--- src/rtl/frame_fifo_ctrl.sv ---
// Frame-committing FIFO controller that drives both ports of an external dual-port trace RAM.
// Words become readable only once a whole frame of FRAME_LEN words has been written; a partial frame can be abandoned.
module frame_fifo_ctrl #(
  parameter int ADDR_WIDTH = 8,
  parameter int DATA_WIDTH = 16,
  parameter int FRAME_LEN  = 8
) (
  input  logic                  clk,
  input  logic                  rstn,
  input  logic [DATA_WIDTH-1:0] in_data,
  input  logic                  in_valid,
  output logic                  in_ready,
  input  logic                  abort,
  output logic [DATA_WIDTH-1:0] out_data,
  output logic                  out_valid,
  input  logic                  out_ready,
  output logic [ADDR_WIDTH:0]   frames_avail,
  output logic                  ram_we,
  output logic [ADDR_WIDTH-1:0] ram_waddr,
  output logic [DATA_WIDTH-1:0] ram_din,
  output logic [ADDR_WIDTH-1:0] ram_raddr,
  input  logic [DATA_WIDTH-1:0] ram_dout
);

  localparam int PW  = ADDR_WIDTH + 1;
  localparam int WCW = (FRAME_LEN > 1) ? $clog2(FRAME_LEN) : 1;

  localparam logic [PW-1:0]  CAPACITY    = {1'b1, {ADDR_WIDTH{1'b0}}};
  localparam logic [PW-1:0]  PTR_ONE     = PW'(1);
  localparam logic [PW-1:0]  FRAME_LEN_P = PW'(FRAME_LEN);
  localparam logic [WCW-1:0] WCNT_ONE    = WCW'(1);
  localparam logic [WCW-1:0] WCNT_LAST   = WCW'(FRAME_LEN - 1);

  typedef enum logic [1:0] {
    S_EMPTY = 2'd0,
    S_FETCH = 2'd1,
    S_VALID = 2'd2
  } rd_state_e;

  logic [PW-1:0]         wr_ptr_q, wr_ptr_d;
  logic [PW-1:0]         commit_ptr_q, commit_ptr_d;
  logic [PW-1:0]         rd_ptr_q, rd_ptr_d;
  logic [WCW-1:0]        wcnt_q, wcnt_d;
  logic [PW-1:0]         frames_avail_q, frames_avail_d;
  logic [DATA_WIDTH-1:0] out_data_q, out_data_d;
  logic                  out_valid_q, out_valid_d;
  rd_state_e             state_q, state_d;

  logic [PW-1:0] used_words;
  logic [PW-1:0] committed_words;
  logic          full;
  logic          accept;

  assign used_words      = wr_ptr_q - rd_ptr_q;
  assign committed_words = commit_ptr_q - rd_ptr_q;
  assign full            = (used_words == CAPACITY);
  // Gating with rstn keeps the RAM untouched during a reset cycle.
  assign accept          = in_valid & ~full & ~abort & rstn;

  assign in_ready     = ~full;
  assign ram_we       = accept;
  assign ram_waddr    = wr_ptr_q[ADDR_WIDTH-1:0];
  assign ram_din      = in_data;
  assign ram_raddr    = rd_ptr_q[ADDR_WIDTH-1:0];
  assign out_data     = out_data_q;
  assign out_valid    = out_valid_q;
  assign frames_avail = frames_avail_q;

  always_comb begin
    wr_ptr_d     = wr_ptr_q;
    commit_ptr_d = commit_ptr_q;
    wcnt_d       = wcnt_q;
    if (abort) begin
      wr_ptr_d = commit_ptr_q;
      wcnt_d   = '0;
    end else if (accept) begin
      wr_ptr_d = wr_ptr_q + PTR_ONE;
      if (wcnt_q == WCNT_LAST) begin
        wcnt_d       = '0;
        commit_ptr_d = wr_ptr_q + PTR_ONE;
      end else begin
        wcnt_d = wcnt_q + WCNT_ONE;
      end
    end
  end

  assign frames_avail_d = committed_words / FRAME_LEN_P;

  // The read address always tracks rd_ptr, so by the end of EMPTY the RAM has already latched the head word.
  always_comb begin
    state_d     = state_q;
    rd_ptr_d    = rd_ptr_q;
    out_data_d  = out_data_q;
    out_valid_d = out_valid_q;
    case (state_q)
      S_EMPTY: begin
        out_valid_d = 1'b0;
        if (commit_ptr_q != rd_ptr_q) begin
          state_d = S_FETCH;
        end
      end
      S_FETCH: begin
        out_data_d  = ram_dout;
        out_valid_d = 1'b1;
        state_d     = S_VALID;
      end
      S_VALID: begin
        if (out_ready) begin
          rd_ptr_d    = rd_ptr_q + PTR_ONE;
          out_valid_d = 1'b0;
          state_d     = S_EMPTY;
        end
      end
      default: begin
        out_valid_d = 1'b0;
        state_d     = S_EMPTY;
      end
    endcase
  end

  always_ff @(posedge clk) begin
    if (!rstn) begin
      wr_ptr_q       <= '0;
      commit_ptr_q   <= '0;
      rd_ptr_q       <= '0;
      wcnt_q         <= '0;
      frames_avail_q <= '0;
      out_data_q     <= '0;
      out_valid_q    <= 1'b0;
      state_q        <= S_EMPTY;
    end else begin
      wr_ptr_q       <= wr_ptr_d;
      commit_ptr_q   <= commit_ptr_d;
      rd_ptr_q       <= rd_ptr_d;
      wcnt_q         <= wcnt_d;
      frames_avail_q <= frames_avail_d;
      out_data_q     <= out_data_d;
      out_valid_q    <= out_valid_d;
      state_q        <= state_d;
    end
  end

endmodule

--- config.mk ---
export PLATFORM = sky130hd
export DESIGN_NAME = frame_fifo_ctrl
export DESIGN_NICKNAME = d
export VERILOG_FILES = /design/src/rtl/frame_fifo_ctrl.sv
export SDC_FILE = /design/constraint.sdc
export NUM_CORES = 1
export LEC_CHECK = 0
export CAP_MARGIN = 20
export CORE_MARGIN = 2
export CORE_UTILIZATION = 40
export DETAILED_ROUTE_END_ITERATION = 16
export HOLD_SLACK_MARGIN = 0.05
export PLACE_DENSITY = 0.78
export SLEW_MARGIN = 0
export SYNTH_ARGS = -nofsm -noshare
export SYNTH_HDL_FRONTEND = slang
export SYNTH_SLANG_ARGS = --single-unit
--- constraint.sdc ---
create_clock -name clk -period 4.54 [get_ports clk]
set_clock_uncertainty 0.05 [all_clocks]
set_input_delay 0.454 -clock clk [delete_from_list [all_inputs] [get_ports clk]]
set_output_delay 0.454 -clock clk [all_outputs]
set_load 0.05 [all_outputs]
==> results of run 1 <==
## worst paths after layout
check                                    end  slack [ps]  depth (start not counted)
worst max-delay path                in_ready         510                          9
worst min-delay path            out_data[12]         410                          2
worst max register to register   wr_ptr_q[4]        1230                          9
worst min register to register  out_data[12]         410                          2
## routing by layer
metal,wire [um],up-vias
met5,0,-
met4,107,0
met3,430,15
met2,3450,71
met1,3250,1238
li1,-,1302
## tightest hold or removal path: stages (launching register included)
cell and delay [ps]:
dfxtp_1 320, nand2_1 50, a21oi_1 50
## sequential cells by signal (all words and copies together) (netlist names)
register	flops
wcnt_q	3
wr_ptr_q	9
commit_ptr_q	9
rd_ptr_q	9
out_data	16
frames_avail	6
state_q	2
out_valid	1
## power by group
| part | switching [W] | leakage [nW] | internal, W |
|---|---|---|---|
| sequential | 0.00000761 | 0.444 | 0.000486 |
| clock | 0.000164 | 0.0477 | 0.000123 |
| combinational | 0.0000644 | 0.840 | 0.0000480 |
## synthesized netlist by cell type (all sizes together), types with 8 or more instances
cell     n
a211oi   9
a21oi   33
buf     39
clkbuf   9
dfxtp   55
ha      20
inv     15
mux2i    9
nand2   45
nand3    8
nor2    26
nor3    14
o21ai   14
xnor2   15
## kinds of logic after synthesis
| kind of cell | Yosys count | share of synthesized area (%) |
|---|---|---|
| xor gates and xnor gates | 20 | 5.86 |
| buffers and inverters | 63 | 12.0 |
| AOI/OAI and AO/OA | 78 | 15.4 |
| adders and majority gates | 20 | 8.03 |
| muxes | 9 | 2.89 |
| DFF | 55 | 35.3 |
| and+or+nand+nor | 126 | 20.3 |
| other | 1 | 0.120 |
## cells in the final DEF, fill, tap and decap left out, types with 2 or more instances in the layout
master           instances
nor2_1                  26
nor3_2                   2
dfxtp_1                 55
nor3_1                  12
ha_1                    20
inv_1                   14
and4_1                   2
or3_1                    2
conb_1                   3
nand3_1                  8
o31ai_1                  2
o41a_1                   2
a21o_1                   2
nand4_1                  4
mux2i_1                  9
o21a_1                   6
clkdlybuf4s50_1         61
nor2b_1                  3
a31oi_1                  2
buf_4                    3
nand2b_1                 5
clkbuf_8                 6
a211oi_1                 9
xnor2_1                 15
and3_1                   6
o21ai_0                 14
or2_2                    2
nand2_1                 45
a21oi_1                 33
xor2_1                   4
a21boi_0                 2
## metrics by stage
| step | power, W | instance area (sq um) | setup slack (ps) | hold slack, ps |
|---|---|---|---|---|
| after CTS | 0.000901 | 3650 | 496 | 412 |
| after detailed placement | 0.000617 | 3560 | 863 | 399 |
| after global placement | 0.000615 | 3560 | 928 | 392 |
| after floorplan | 0.000622 | 3120 | 1020 | 408 |
| after global routing | 0.000923 | 3660 | 294 | 436 |
| final | 0.000893 | 3660 | 507 | 409 |
## final cells by class
class                   count  area (sq um)
fillers                   720          3990
inverters                  15          56.3
flip-flops and latches     55          1100
clock buffers               6          82.6
repair buffers             64           633
well taps                 102           128
multi-input cells         256          1650
clock inverters             1          8.76
==> impl_metrics.json, run 1 <==
{
  "synthFlopType": "dfxtp_1",
  "hp-start": "out_data[12]",
  "cp.buffers_inverters": 3,
  "postRouteAntennaNets": 0,
  "clkLatencyLatePin_ps": 310,
  "fp-row-count": 32,
  "route.detailed.drc": 0,
  "synth-edff-count": 0,
  "hold_path_class": "flop to flop",
  "crit_path_max_incr_delay_ps": 740,
  "final_max_slew_viol_count": 0,
  "h-tree-depth": 2,
  "tritoncts": "yes",
  "first_pass_iters": 5,
  "die_h_um": 92.3,
  "critPathRequiredTime_ps": 4040,
  "setup_viol": 0,
  "cts_buffer_depth": 2,
  "synthArstFlopShare_pct": 0,
  "area.growth.synth_to_final_pct": 17.3,
  "cts_root_buffer": "clkbuf_8",
  "yosysSeqAreaShare_pct": 35.3,
  "end_kind": "output pin",
  "dp.cells": 491,
  "crit_slowest_cell": "clkdlybuf4s50_1",
  "use_met3_pct": 3.45,
  "crit_start": "rd_ptr_q[1]",
  "gr-usage-met1_pct": 21.8,
  "grt_max_degree": 42,
  "grt_util_met2_pct": 28.4,
  "grt_usage_pct": 17.0,
  "num_antenna_cells": 0,
  "io_buffers": 61,
  "stdcell_count": 499,
  "fin_crit_ps": 4030,
  "fin_tns_setup_ps": 0,
  "antenna_found_initial": 0,
  "busiest_layer": "met2",
  "wl_per_cell_um": 14.5,
  "drtIter0Drc": 143,
  "max_slew.worst_pin.slew_ps": 679,
  "ir_drop_mv": 0.122,
  "syn_area_per_cell_sq_um": 8.38,
  "syn-cell-area_sq_um": 3120,
  "path_class": "flop to output pin",
  "io_pins": 97,
  "critPathLaunchType": "flop",
  "crit_chain": "inv_1 > ha_1 > nor2b_1 > o2111ai_1 > nand4b_1 > or4b_4 > nor4_4 > inv_2 > clkdlybuf4s50_1",
  "rsz0062_at_grt": "false",
  "die_area_sq_um": 8510,
  "yosysTopAreaCellShare_pct": 35.3,
  "crit_fanout": 10,
  "cts_sinks": 55,
  "cp.arrival_ps": 3530,
  "fin_util_pct": 47.8,
  "clk_pin_slew_ps": 100,
  "fp.coreArea_sq_um": 7650,
  "viasPerCell": 5.26,
  "ctsHoldBuffers": 0,
  "synth_cell_types": 49,
  "yosys.area.top_type": "dfxtp_1",
  "syn_inst": 372,
  "place_congestion": 0.853,
  "postCtsSetupBuffers": 0,
  "synth_warnings": 0,
  "power_density_nw_per_um2": 244,
  "finalCritPeriodShare_pct": 88.8,
  "status": "finished, final reports clean",
  "dp.final_hpwl_um": 5390,
  "cts_buffers": 5,
  "die_w_um": 92.3,
  "ys_top_cells_by_area": "dfxtp_1, buf_4, ha_1",
  "grt-ovfl-total": 0,
  "drive_gt1_share_pct": 5.04,
  "hold_violations": 0,
  "critPathTopFamily": "simple AND/OR/NAND/NOR gates",
  "start_util_pct": 40.8,
  "nNetsFinal": 454,
  "num_vias": 2626,
  "routed_wl_um": 7240,
  "grt_pass1_vias": 2479,
  "leakage_nw": 1.33,
  "cts_resized": 0,
  "timing.max_cap.violations": 0,
  "r2r-start": "rd_ptr_q[1]",
  "grt_pass1_wl_um": 11700,
  "maxSlewHeadroom_pct": 54.7,
  "synth_seq_cells": 55,
  "clock.fmax_mhz": 248
}
(Power assumes the default switching activity.)
==> run 2, diff against run 1 <==
- CORE_UTILIZATION: 40 -> 51
- PLACE_DENSITY: 0.78 -> 0.94
==> run 2 against run 1 <==
Final cell count shrank 5.6%. Sequential cell count is the same. Via count grew 1.5%. Utilization grew 13 points. Critical path type unchanged. Worst setup slack lost 57 ps.
==> impl_metrics.json, run 2 (same netlist as run 1, synthesis figures left out) <==
{
  "drive_gt1_share_pct": 4.80,
  "cts_buffer_depth": 2,
  "layout_commonest_cell": "clkdlybuf4s50_1",
  "viasPerCell": 5.66,
  "crit_slowest_cell": "clkdlybuf4s50_1",
  "r2r-start": "rd_ptr_q[1]",
  "io_pins": 97,
  "end_kind": "output pin",
  "dp.final_hpwl_um": 5590,
  "hold_path_class": "flop to flop",
  "crit_path_max_incr_delay_ps": 750,
  "fin_tns_setup_ps": 0,
  "final_max_slew_viol_count": 0,
  "cts_buffers": 5,
  "grt_pass1_wl_um": 11600,
  "cts_sinks": 55,
  "cts_resized": 0,
  "dp.cells": 463,
  "power_density_nw_per_um2": 251,
  "fp.coreArea_sq_um": 5920,
  "drtIter0Drc": 153,
  "grt-ovfl-total": 0,
  "stdcell_count": 471,
  "hold_violations": 0,
  "leakage_nw": 1.32,
  "antenna_found_initial": 0,
  "path_class": "flop to output pin",
  "maxSlewHeadroom_pct": 26.7,
  "critPathRequiredTime_ps": 4040,
  "place_congestion": 0.977,
  "holdPathStages": 2,
  "hp-start": "out_data[1]",
  "postCtsSetupBuffers": 0,
  "clk_pin_slew_ps": 120,
  "routed_wl_um": 7600,
  "clock.fmax_mhz": 244,
  "die_area_sq_um": 6750,
  "nNetsFinal": 452,
  "largest_reg_flops": 16,
  "cp.buffers_inverters": 3,
  "min_to": "out_data[1]",
  "die_h_um": 82.2,
  "grt_pass1_vias": 2536,
  "io_buffers": 61,
  "ir_drop_mv": 0.190,
  "ctsHoldBuffers": 0,
  "route.detailed.drc": 0,
  "finalCritPeriodShare_pct": 90.1,
  "layout_common_cells": "clkdlybuf4s50_1, dfxtp_1, nand2_1",
  "die_w_um": 82.2,
  "grt_max_degree": 42,
  "clkLatencyLatePin_ps": 330,
  "timing.max_cap.violations": 0,
  "worst-r2r-setup-slack_ps": 1210,
  "num_vias": 2666,
  "fp-row-count": 28,
  "wl_per_cell_um": 16.1,
  "max_slew.worst_pin.slew_ps": 1100,
  "area.growth.synth_to_final_pct": 15.9,
  "critPathLaunchType": "flop",
  "cts_root_buffer": "clkbuf_8",
  "first_pass_iters": 4,
  "postRouteAntennaNets": 0,
  "fin_util_pct": 61.0,
  "tritoncts": "yes",
  "status": "finished, final reports clean",
  "grt_usage_pct": 22.2,
  "crit_chain": "inv_1 > ha_1 > nor2b_1 > o2111ai_1 > nand4b_1 > or4b_4 > nor4_4 > inv_2 > clkdlybuf4s50_1",
  "h-tree-depth": 2,
  "fin_crit_ps": 4090,
  "setup_ws_ps": 449,
  "start_util_pct": 52.6,
  "timing.hold.ws_ps": 411,
  "cp.arrival_ps": 3590,
  "setup_viol": 0,
  "crit_start": "rd_ptr_q[1]",
  "reg2reg_depth": 9,
  "post-place-ws_ps": 902,
  "n_fill_cell": 477,
  "critPathTopFamily": "simple AND/OR/NAND/NOR gates",
  "crit_fanout": 10,
  "num_antenna_cells": 0,
  "reg2reg_to": "wr_ptr_q[4]",
  "rsz0062_at_grt": "false"
}
## run 2: cell count changes in the layout (fill, tap and decap cells not counted)
| cell | change |
|---|---|
| buf_4 | -2 |
| clkbuf_8 | -1 |
| clkinv_4 | +1 |
| clkinvlp_4 | +1 |
| inv_6 | -1 |
| inv_8 | +1 |
## run 2: metrics by stage
stage                     area (sq um)  power (W)
after floorplan                   3120   0.000622
after global placement            3520   0.000613
after detailed placement          3520   0.000617
after CTS                         3610   0.000905
after global routing              3610   0.000933
final                             3610   0.000905
## run 2: area by class of cell
type / count / area [sq um] / share of cell area (%)
tap: 75 / 93.8 / 2.60
inverter: 15 / 56.3 / 1.56
clock buffer: 5 / 68.8 / 1.90
sequential: 55 / 1100 / 30.5
timing repair buffer: 62 / 618 / 17.1
multi-input combinational: 256 / 1650 / 45.6
clock inverter: 3 / 27.5 / 0.762
## run 2: tightest hold or removal path: cells and delay by family (launching register included)
family             cells  cell delay (ps)
DFF                    1              320
and+or+nand+nor        1               50
AOI/OAI and AO/OA      1               50
## run 2: worst max-delay path by stage
stage               slack, ps  depth (start not counted)       end
CTS                       480                          9  in_ready
global placement          950                          9    ram_we
detailed placement        900                          9  in_ready
finish                    450                          9  in_ready
global route              300                          9  in_ready
floorplan                1020                          8    ram_we
## run 2: report_power, final
part           leakage [nW]  internal, W  switching (W)
Combinational         0.830    0.0000475      0.0000658
Sequential            0.444     0.000487     0.00000790
Clock                0.0463     0.000114       0.000184
## run 2: routing by layer
layer | global-route usage, % | part of all wire, %
met1 | 27.6 | 41
met2 | 38.9 | 50
met4 | 6.67 | 1.4
met5 | 0 | 0
met3 | 4.24 | 7.2
